File: config.mk
export PLATFORM = sky130hd
export DESIGN_NAME = shake_arbiter_flat
export DESIGN_NICKNAME = d
export VERILOG_FILES = /design/src/rtl/shake_arbiter_if.sv /design/src/rtl/shake_arbiter.sv /design/src/flat_wrapper.sv
export SDC_FILE = /design/constraint.sdc
export NUM_CORES = 1
export LEC_CHECK = 0
export ABC_AREA = 1
export CAP_MARGIN = 10
export CORE_AREA = 2 2 203 205
export CTS_CLUSTER_DIAMETER = 150
export CTS_CLUSTER_SIZE = 20
export DETAILED_ROUTE_END_ITERATION = 8
export DIE_AREA = 0 0 205 207
export PLACE_DENSITY = 0.4
export SLEW_MARGIN = 20
export SYNTH_ARGS = -nofsm -noshare
export SYNTH_HDL_FRONTEND = slang
export SYNTH_SLANG_ARGS = --single-unit
File: constraint.sdc
create_clock -name clk -period 4.35 [get_ports clk]
set_clock_uncertainty 0.1 [all_clocks]
set_input_delay 0.87 -clock clk [delete_from_list [all_inputs] [get_ports clk]]
set_output_delay 0.87 -clock clk [all_outputs]
set_load 0.05 [all_outputs]
File: src/rtl/shake_arbiter_if.sv
// shake_arbiter_if
// Bundles every handshake/bus signal between the sampler blocks, the arbiter
// and the single SHAKE core.
//   req/gnt              : per-requester session request and one-hot grant
//   r_*                  : requester-side absorb/squeeze handshake, one bit
//                          (or one slice) per requester
//   s_*                  : core-side handshake towards the shared SHAKE core
// The master modport is the arbiter's view and the slave modport is the
// environment's view (samplers plus core).
interface shake_arbiter_if #(
  parameter int NUM_REQ       = 4,
  parameter int DATA_IN_BITS  = 64,
  parameter int DATA_OUT_BITS = 64,
  parameter int LEN_W         = $clog2(DATA_IN_BITS) + 1
);

  // Requester side
  logic [NUM_REQ-1:0]              req;
  logic [NUM_REQ-1:0]              gnt;
  logic [NUM_REQ-1:0]              r_force_rst;
  logic [NUM_REQ*DATA_IN_BITS-1:0] r_data_in;
  logic [NUM_REQ-1:0]              r_in_valid;
  logic [NUM_REQ-1:0]              r_in_last;
  logic [NUM_REQ-1:0]              r_out_ready;
  logic [NUM_REQ*LEN_W-1:0]        r_last_len;
  logic [NUM_REQ-1:0]              r_in_ready;
  logic [NUM_REQ-1:0]              r_out_valid;
  logic [DATA_OUT_BITS-1:0]        r_data_out;

  // Core side
  logic                     s_force_rst;
  logic [DATA_IN_BITS-1:0]  s_data_in;
  logic                     s_in_valid;
  logic                     s_in_last;
  logic                     s_out_ready;
  logic [LEN_W-1:0]         s_last_len;
  logic                     s_in_ready;
  logic                     s_out_valid;
  logic [DATA_OUT_BITS-1:0] s_data_out;

  modport master (
    input  req, r_force_rst, r_data_in, r_in_valid, r_in_last, r_out_ready,
           r_last_len, s_in_ready, s_out_valid, s_data_out,
    output gnt, r_in_ready, r_out_valid, r_data_out, s_force_rst, s_data_in,
           s_in_valid, s_in_last, s_out_ready, s_last_len
  );

  modport slave (
    output req, r_force_rst, r_data_in, r_in_valid, r_in_last, r_out_ready,
           r_last_len, s_in_ready, s_out_valid, s_data_out,
    input  gnt, r_in_ready, r_out_valid, r_data_out, s_force_rst, s_data_in,
           s_in_valid, s_in_last, s_out_ready, s_last_len
  );

endinterface

File: src/rtl/shake_arbiter.sv
// shake_arbiter
// Round-robin arbiter sharing one SHAKE core between NUM_REQ sampler blocks.
// An owner keeps the core for its whole session (absorb, squeezes and
// re-absorbs); every new owner is preceded by a one-cycle core restart.
// Ports:
//   clk      : clock, all logic on posedge
//   rst      : synchronous active-high reset
//   bus      : shake_arbiter_if.master (requester and core handshakes)
//   busy_o   : high whenever the arbiter is not idle
//   owner_o  : index of the current (or most recent) owner
module shake_arbiter #(
  parameter int NUM_REQ       = 4,
  parameter int DATA_IN_BITS  = 64,
  parameter int DATA_OUT_BITS = 64,
  parameter int LEN_W         = $clog2(DATA_IN_BITS) + 1,
  parameter int IDX_W         = $clog2(NUM_REQ)
) (
  input  logic                  clk,
  input  logic                  rst,
  shake_arbiter_if.master       bus,
  output logic                  busy_o,
  output logic [IDX_W-1:0]      owner_o
);

  typedef enum logic [1:0] {
    IDLE  = 2'd0,
    FLUSH = 2'd1,
    OWN   = 2'd2
  } state_e;

  state_e             state_q, state_d;
  logic [IDX_W-1:0]   owner_q, owner_d;
  logic [IDX_W-1:0]   rr_ptr_q, rr_ptr_d;
  logic [NUM_REQ-1:0] gnt_q, gnt_d;
  logic [IDX_W-1:0]   winner;
  logic               found;

  // Round-robin search: the first requester at or after rr_ptr wins,
  // wrapping around the requester list.
  always_comb begin
    winner = rr_ptr_q;
    found  = 1'b0;
    for (int k = 0; k < NUM_REQ; k++) begin
      if (!found && bus.req[(int'(rr_ptr_q) + k) % NUM_REQ]) begin
        winner = IDX_W'((int'(rr_ptr_q) + k) % NUM_REQ);
        found  = 1'b1;
      end
    end
  end

  // State, owner, pointer and grant registers.
  always_ff @(posedge clk) begin
    if (rst) begin
      state_q  <= IDLE;
      owner_q  <= '0;
      rr_ptr_q <= '0;
      gnt_q    <= '0;
    end else begin
      state_q  <= state_d;
      owner_q  <= owner_d;
      rr_ptr_q <= rr_ptr_d;
      gnt_q    <= gnt_d;
    end
  end

  // Next-state logic. The pointer only advances when a real session ends,
  // so a request abandoned during FLUSH does not cost anyone their turn.
  always_comb begin
    state_d  = state_q;
    owner_d  = owner_q;
    rr_ptr_d = rr_ptr_q;
    gnt_d    = gnt_q;
    unique case (state_q)
      IDLE: begin
        gnt_d = '0;
        if (found) begin
          owner_d = winner;
          state_d = FLUSH;
        end
      end
      FLUSH: begin
        if (bus.req[owner_q]) begin
          gnt_d   = NUM_REQ'(1) << owner_q;
          state_d = OWN;
        end else begin
          gnt_d   = '0;
          state_d = IDLE;
        end
      end
      OWN: begin
        if (!bus.req[owner_q]) begin
          gnt_d    = '0;
          rr_ptr_d = IDX_W'((int'(owner_q) + 1) % NUM_REQ);
          state_d  = IDLE;
        end
      end
      default: begin
        gnt_d   = '0;
        state_d = IDLE;
      end
    endcase
  end

  // Datapath steering, purely combinational from the registered state and
  // owner so data/valid/ready/last see no added latency. Only the owner is
  // connected to the core; everything else reads as zero.
  always_comb begin
    bus.s_force_rst = 1'b0;
    bus.s_data_in   = '0;
    bus.s_in_valid  = 1'b0;
    bus.s_in_last   = 1'b0;
    bus.s_out_ready = 1'b0;
    bus.s_last_len  = '0;
    bus.r_in_ready  = '0;
    bus.r_out_valid = '0;
    if (state_q == FLUSH) begin
      bus.s_force_rst = 1'b1;
    end else if (state_q == OWN) begin
      bus.s_force_rst = bus.r_force_rst[owner_q];
      bus.s_data_in   = bus.r_data_in[owner_q*DATA_IN_BITS +: DATA_IN_BITS];
      bus.s_in_valid  = bus.r_in_valid[owner_q];
      bus.s_in_last   = bus.r_in_last[owner_q];
      bus.s_out_ready = bus.r_out_ready[owner_q];
      bus.s_last_len  = bus.r_last_len[owner_q*LEN_W +: LEN_W];
      bus.r_in_ready  = NUM_REQ'(bus.s_in_ready) << owner_q;
      bus.r_out_valid = NUM_REQ'(bus.s_out_valid) << owner_q;
    end
  end

  assign bus.gnt        = gnt_q;
  assign bus.r_data_out = bus.s_data_out;
  assign busy_o         = (state_q != IDLE);
  assign owner_o        = owner_q;

endmodule

File: src/flat_wrapper.sv
// flat-port wrapper written by rule: the top's interface ports become plain ports
module shake_arbiter_flat 
#(
  parameter int NUM_REQ       = 4,
  parameter int DATA_IN_BITS  = 64,
  parameter int DATA_OUT_BITS = 64,
  parameter int LEN_W         = $clog2(DATA_IN_BITS) + 1,
  parameter int IDX_W         = $clog2(NUM_REQ)
)
  (clk, rst, busy_o, owner_o, bus_req, bus_r_force_rst, bus_r_data_in, bus_r_in_valid, bus_r_in_last, bus_r_out_ready, bus_r_last_len, bus_s_in_ready, bus_s_out_valid, bus_s_data_out, bus_gnt, bus_r_in_ready, bus_r_out_valid, bus_r_data_out, bus_s_force_rst, bus_s_data_in, bus_s_in_valid, bus_s_in_last, bus_s_out_ready, bus_s_last_len);
  shake_arbiter_if #(.NUM_REQ(NUM_REQ), .DATA_IN_BITS(DATA_IN_BITS), .DATA_OUT_BITS(DATA_OUT_BITS), .LEN_W(LEN_W)) bus_i ();
  input  logic clk;
  input  logic rst;
  output logic busy_o;
  output logic [IDX_W-1:0] owner_o;
  input wire logic [$bits(bus_i.req)-1:0] bus_req;
  input wire logic [$bits(bus_i.r_force_rst)-1:0] bus_r_force_rst;
  input wire logic [$bits(bus_i.r_data_in)-1:0] bus_r_data_in;
  input wire logic [$bits(bus_i.r_in_valid)-1:0] bus_r_in_valid;
  input wire logic [$bits(bus_i.r_in_last)-1:0] bus_r_in_last;
  input wire logic [$bits(bus_i.r_out_ready)-1:0] bus_r_out_ready;
  input wire logic [$bits(bus_i.r_last_len)-1:0] bus_r_last_len;
  input wire logic [$bits(bus_i.s_in_ready)-1:0] bus_s_in_ready;
  input wire logic [$bits(bus_i.s_out_valid)-1:0] bus_s_out_valid;
  input wire logic [$bits(bus_i.s_data_out)-1:0] bus_s_data_out;
  output wire logic [$bits(bus_i.gnt)-1:0] bus_gnt;
  output wire logic [$bits(bus_i.r_in_ready)-1:0] bus_r_in_ready;
  output wire logic [$bits(bus_i.r_out_valid)-1:0] bus_r_out_valid;
  output wire logic [$bits(bus_i.r_data_out)-1:0] bus_r_data_out;
  output wire logic [$bits(bus_i.s_force_rst)-1:0] bus_s_force_rst;
  output wire logic [$bits(bus_i.s_data_in)-1:0] bus_s_data_in;
  output wire logic [$bits(bus_i.s_in_valid)-1:0] bus_s_in_valid;
  output wire logic [$bits(bus_i.s_in_last)-1:0] bus_s_in_last;
  output wire logic [$bits(bus_i.s_out_ready)-1:0] bus_s_out_ready;
  output wire logic [$bits(bus_i.s_last_len)-1:0] bus_s_last_len;
  assign bus_i.req = bus_req;
  assign bus_i.r_force_rst = bus_r_force_rst;
  assign bus_i.r_data_in = bus_r_data_in;
  assign bus_i.r_in_valid = bus_r_in_valid;
  assign bus_i.r_in_last = bus_r_in_last;
  assign bus_i.r_out_ready = bus_r_out_ready;
  assign bus_i.r_last_len = bus_r_last_len;
  assign bus_i.s_in_ready = bus_s_in_ready;
  assign bus_i.s_out_valid = bus_s_out_valid;
  assign bus_i.s_data_out = bus_s_data_out;
  assign bus_gnt = bus_i.gnt;
  assign bus_r_in_ready = bus_i.r_in_ready;
  assign bus_r_out_valid = bus_i.r_out_valid;
  assign bus_r_data_out = bus_i.r_data_out;
  assign bus_s_force_rst = bus_i.s_force_rst;
  assign bus_s_data_in = bus_i.s_data_in;
  assign bus_s_in_valid = bus_i.s_in_valid;
  assign bus_s_in_last = bus_i.s_in_last;
  assign bus_s_out_ready = bus_i.s_out_ready;
  assign bus_s_last_len = bus_i.s_last_len;
  shake_arbiter #(.NUM_REQ(NUM_REQ), .DATA_IN_BITS(DATA_IN_BITS), .DATA_OUT_BITS(DATA_OUT_BITS), .LEN_W(LEN_W), .IDX_W(IDX_W)) u_core (.clk(clk), .rst(rst), .bus(bus_i), .busy_o(busy_o), .owner_o(owner_o));
endmodule
==> impl_metrics.ini <==
[cells_and_area]
stdcell_area_mm2 = 0.00811
fill_cells = 4646
nets = 1344
drive_gt1_share_pct = 6.83
utilization_pct = 20.1
instances_no_fill = 1501
syn_to_final_growth_pct = 126

[critical_path]
worst-path-buf-inv = 2
cp_max_fo = 1
worstPathArrival_ps = 2820
slowest_stage = clkdlybuf4s50_1
worst_setup_path_start_kind = primary input
crit_family = buffers and inverters
cp.depth = 6
end_kind = primary output
critPathKind = primary input to primary output
r2r_cells = 7
crit_chain = clkdlybuf4s50_1 > nor2_1 > nor2_1 > o21ai_0 > a21oi_1 > clkdlybuf4s50_1
required_ps = 3380
critPathMaxStageDelay_ps = 860

[route]
first_pass_iters = 4
drtIter0Drc = 258
vias = 5576
ant_nets = 0
drc_errors = 0
vias_per_cell = 3.71
wl_per_cell_um = 17.1
wl_um = 25600

[cts]
clkLatencyLatePin_ps = 230
cts_resized = 0
clkTransAtPathRegs_ps = 40
clock-sinks = 10
postCtsSetupBuffers = 0
cts_root_buf = clkbuf_16
cts_tree = yes
clockBufferDepth = 2
cts_buffers = 3
cts-htree-levels = 1
cts_hold_buf = 0

[synth]
yosysMostFrequentCell = nor2_1
syn_nets = 1046
syn_area_per_cell_um2 = 5.35
ys_warn_count = 0
async_reset_ff_share_pct = 0
postSynthCellCount = 670
syn-cell-area_mm2 = 0.00358
synth_top_area_cell = nor2_1
synth_edf_count = 0
yosys-top-cells-area = nor2_1, buf_4, o21ai_0
ys.flop_type = dfxtp_1
ys_seq_area_share_pct = 5.59
synth_commonest_cells = nor2_1, o21ai_0, buf_4
ys_ff_latch = 10
synth_top_area_share_pct = 26.2
synth_cell_types = 24

[timing]
hold_viol_final = 0
relSlewSlack_pct = 43.7
rsz0062_at_grt = no
drv_slew = 0
tightest_slew_ps = 844
fmax_ghz = 0.264
period_needed_ps = 3790
period_share_pct = 87.0
setup-violations-final = 0
tns_ps = 0

[power_and_ir_drop]
p_leak_nw = 2.95
total_power_mw = 2.16
power_density_mw_per_mm2 = 266
ir_drop_mv = 0.207

[die]
fp.dieH_um = 207
core_mm2 = 0.0404
die-area_mm2 = 0.0424
rows = 74
ioPinCount = 526
initial_core_util_pct = 8.87
die_w_um = 205

[grt]
antenna_found_initial = 5
grt_overflow_total = 0
grt_pass1_vias = 5617
grt_max_degree = 89
grtUsageTotal_pct = 11.0
grt_pass1_wl_um = 35400

[hold_path]
whs_path_depth = 2
min_path_type = register to register

[placed_design]
portBuffers = 397
dp_hpwl_um = 21000
post-place-cells = 1495
placed_area_mm2 = 0.00802
gp_congestion = 0.803

[run]
maxCapViolCount = 0

[run_status]
status = finished clean
[final cells by class]
cell class,instances,area (µm²),area share (%)
Sequential cell,10,205,2.53
Inverter,15,63.8,0.787
Tap cell,532,666,8.21
Clock buffer,4,88.8,1.10
Antenna cell,2,5.00,0.0617
Multi-Input combinational cell,530,2620,32.3
Timing Repair Buffer,408,4460,55.0
[per-layer routing]
metal  GRT usage [%]  vias to the layer above  routed length [µm]
li1                -                     2771                   -
met1            11.3                     2435                9520
met2            21.3                      338               12900
met3            4.19                       28                2810
met4            1.41                        4                 303
met5           0.806                        -                  52
[logic make-up (layout without fill, tap and decap cells)]
family | after synthesis | count (layout) | share of synthesized area [%]
XOR/XNOR | 1 | 1 | 0.245
multiplexers | 32 | 32 | 8.94
adder cells (fa/ha/maj) | 4 | 4 | 1.40
other | 0 | 2 | 0
AND/OR/NAND/NOR | 316 | 316 | 34.0
buffers and inverters | 130 | 427 | 21.3
flip-flops | 10 | 10 | 5.59
AO/OA/AOI/OAI | 177 | 177 | 28.5
[through the flow]
| stage | hold slack (ps) | worst slack, ps |
|---|---|---|
| finish | 367 | 564 |
| global route | 376 | 440 |
| CTS | 366 | 489 |
| detailed placement | 362 | 489 |
| global placement | 352 | 473 |
| floorplan | 440 | 765 |
[worst reg2reg max path, stage by stage (launching register included)]
cell	delay, ps
dfxtp_2	330
buf_4	520
a21oi_1	100
o21ai_0	100
nand2_1	120
nor2_1	300
nand2_1	100
a21oi_1	150
[path summary, 6_finish.rpt]
path / to / from / slack, ps
worst max-delay path: bus_s_data_in[53] / bus_r_data_in[181] / 560
worst min-delay path: u_core.bus.gnt[3]$_SDFFE_PP0P_ / u_core.bus.gnt[3]$_SDFFE_PP0P_ / 370
worst max register to register: u_core.bus.gnt[2]$_SDFFE_PP0P_ / u_core.owner_o[1]$_SDFFE_PP0P_ / 2460
worst min register to register: u_core.bus.gnt[3]$_SDFFE_PP0P_ / u_core.bus.gnt[3]$_SDFFE_PP0P_ / 370
[state kept, by name (all words and copies together), names as in the netlist]
name,cells
u_core.rr_ptr_q,2
u_core.bus.gnt,4
u_core.state_q,2
u_core.owner_o,2
[cell usage in the layout (no fill, tap or decap), types with 4 or more instances in the layout]
master and instances:
o21ai_0 88, mux2i_1 32, nand2_1 51, dfxtp_1 8, nand2_2 5, buf_4 8
inv_2 4, a21oi_1 52, inv_1 9, buf_12 40, clkdlybuf4s50_1 360, o32ai_1 32
nor2_1 250, nand3_1 7, ha_1 4
[power by group]
group / total, mW / internal [mW] / switching, mW
Sequential: 0.133 / 0.107 / 0.0252
Combinational: 1.85 / 0.755 / 1.09
Clock: 0.180 / 0.138 / 0.0414
(Power assumes the default switching activity.)
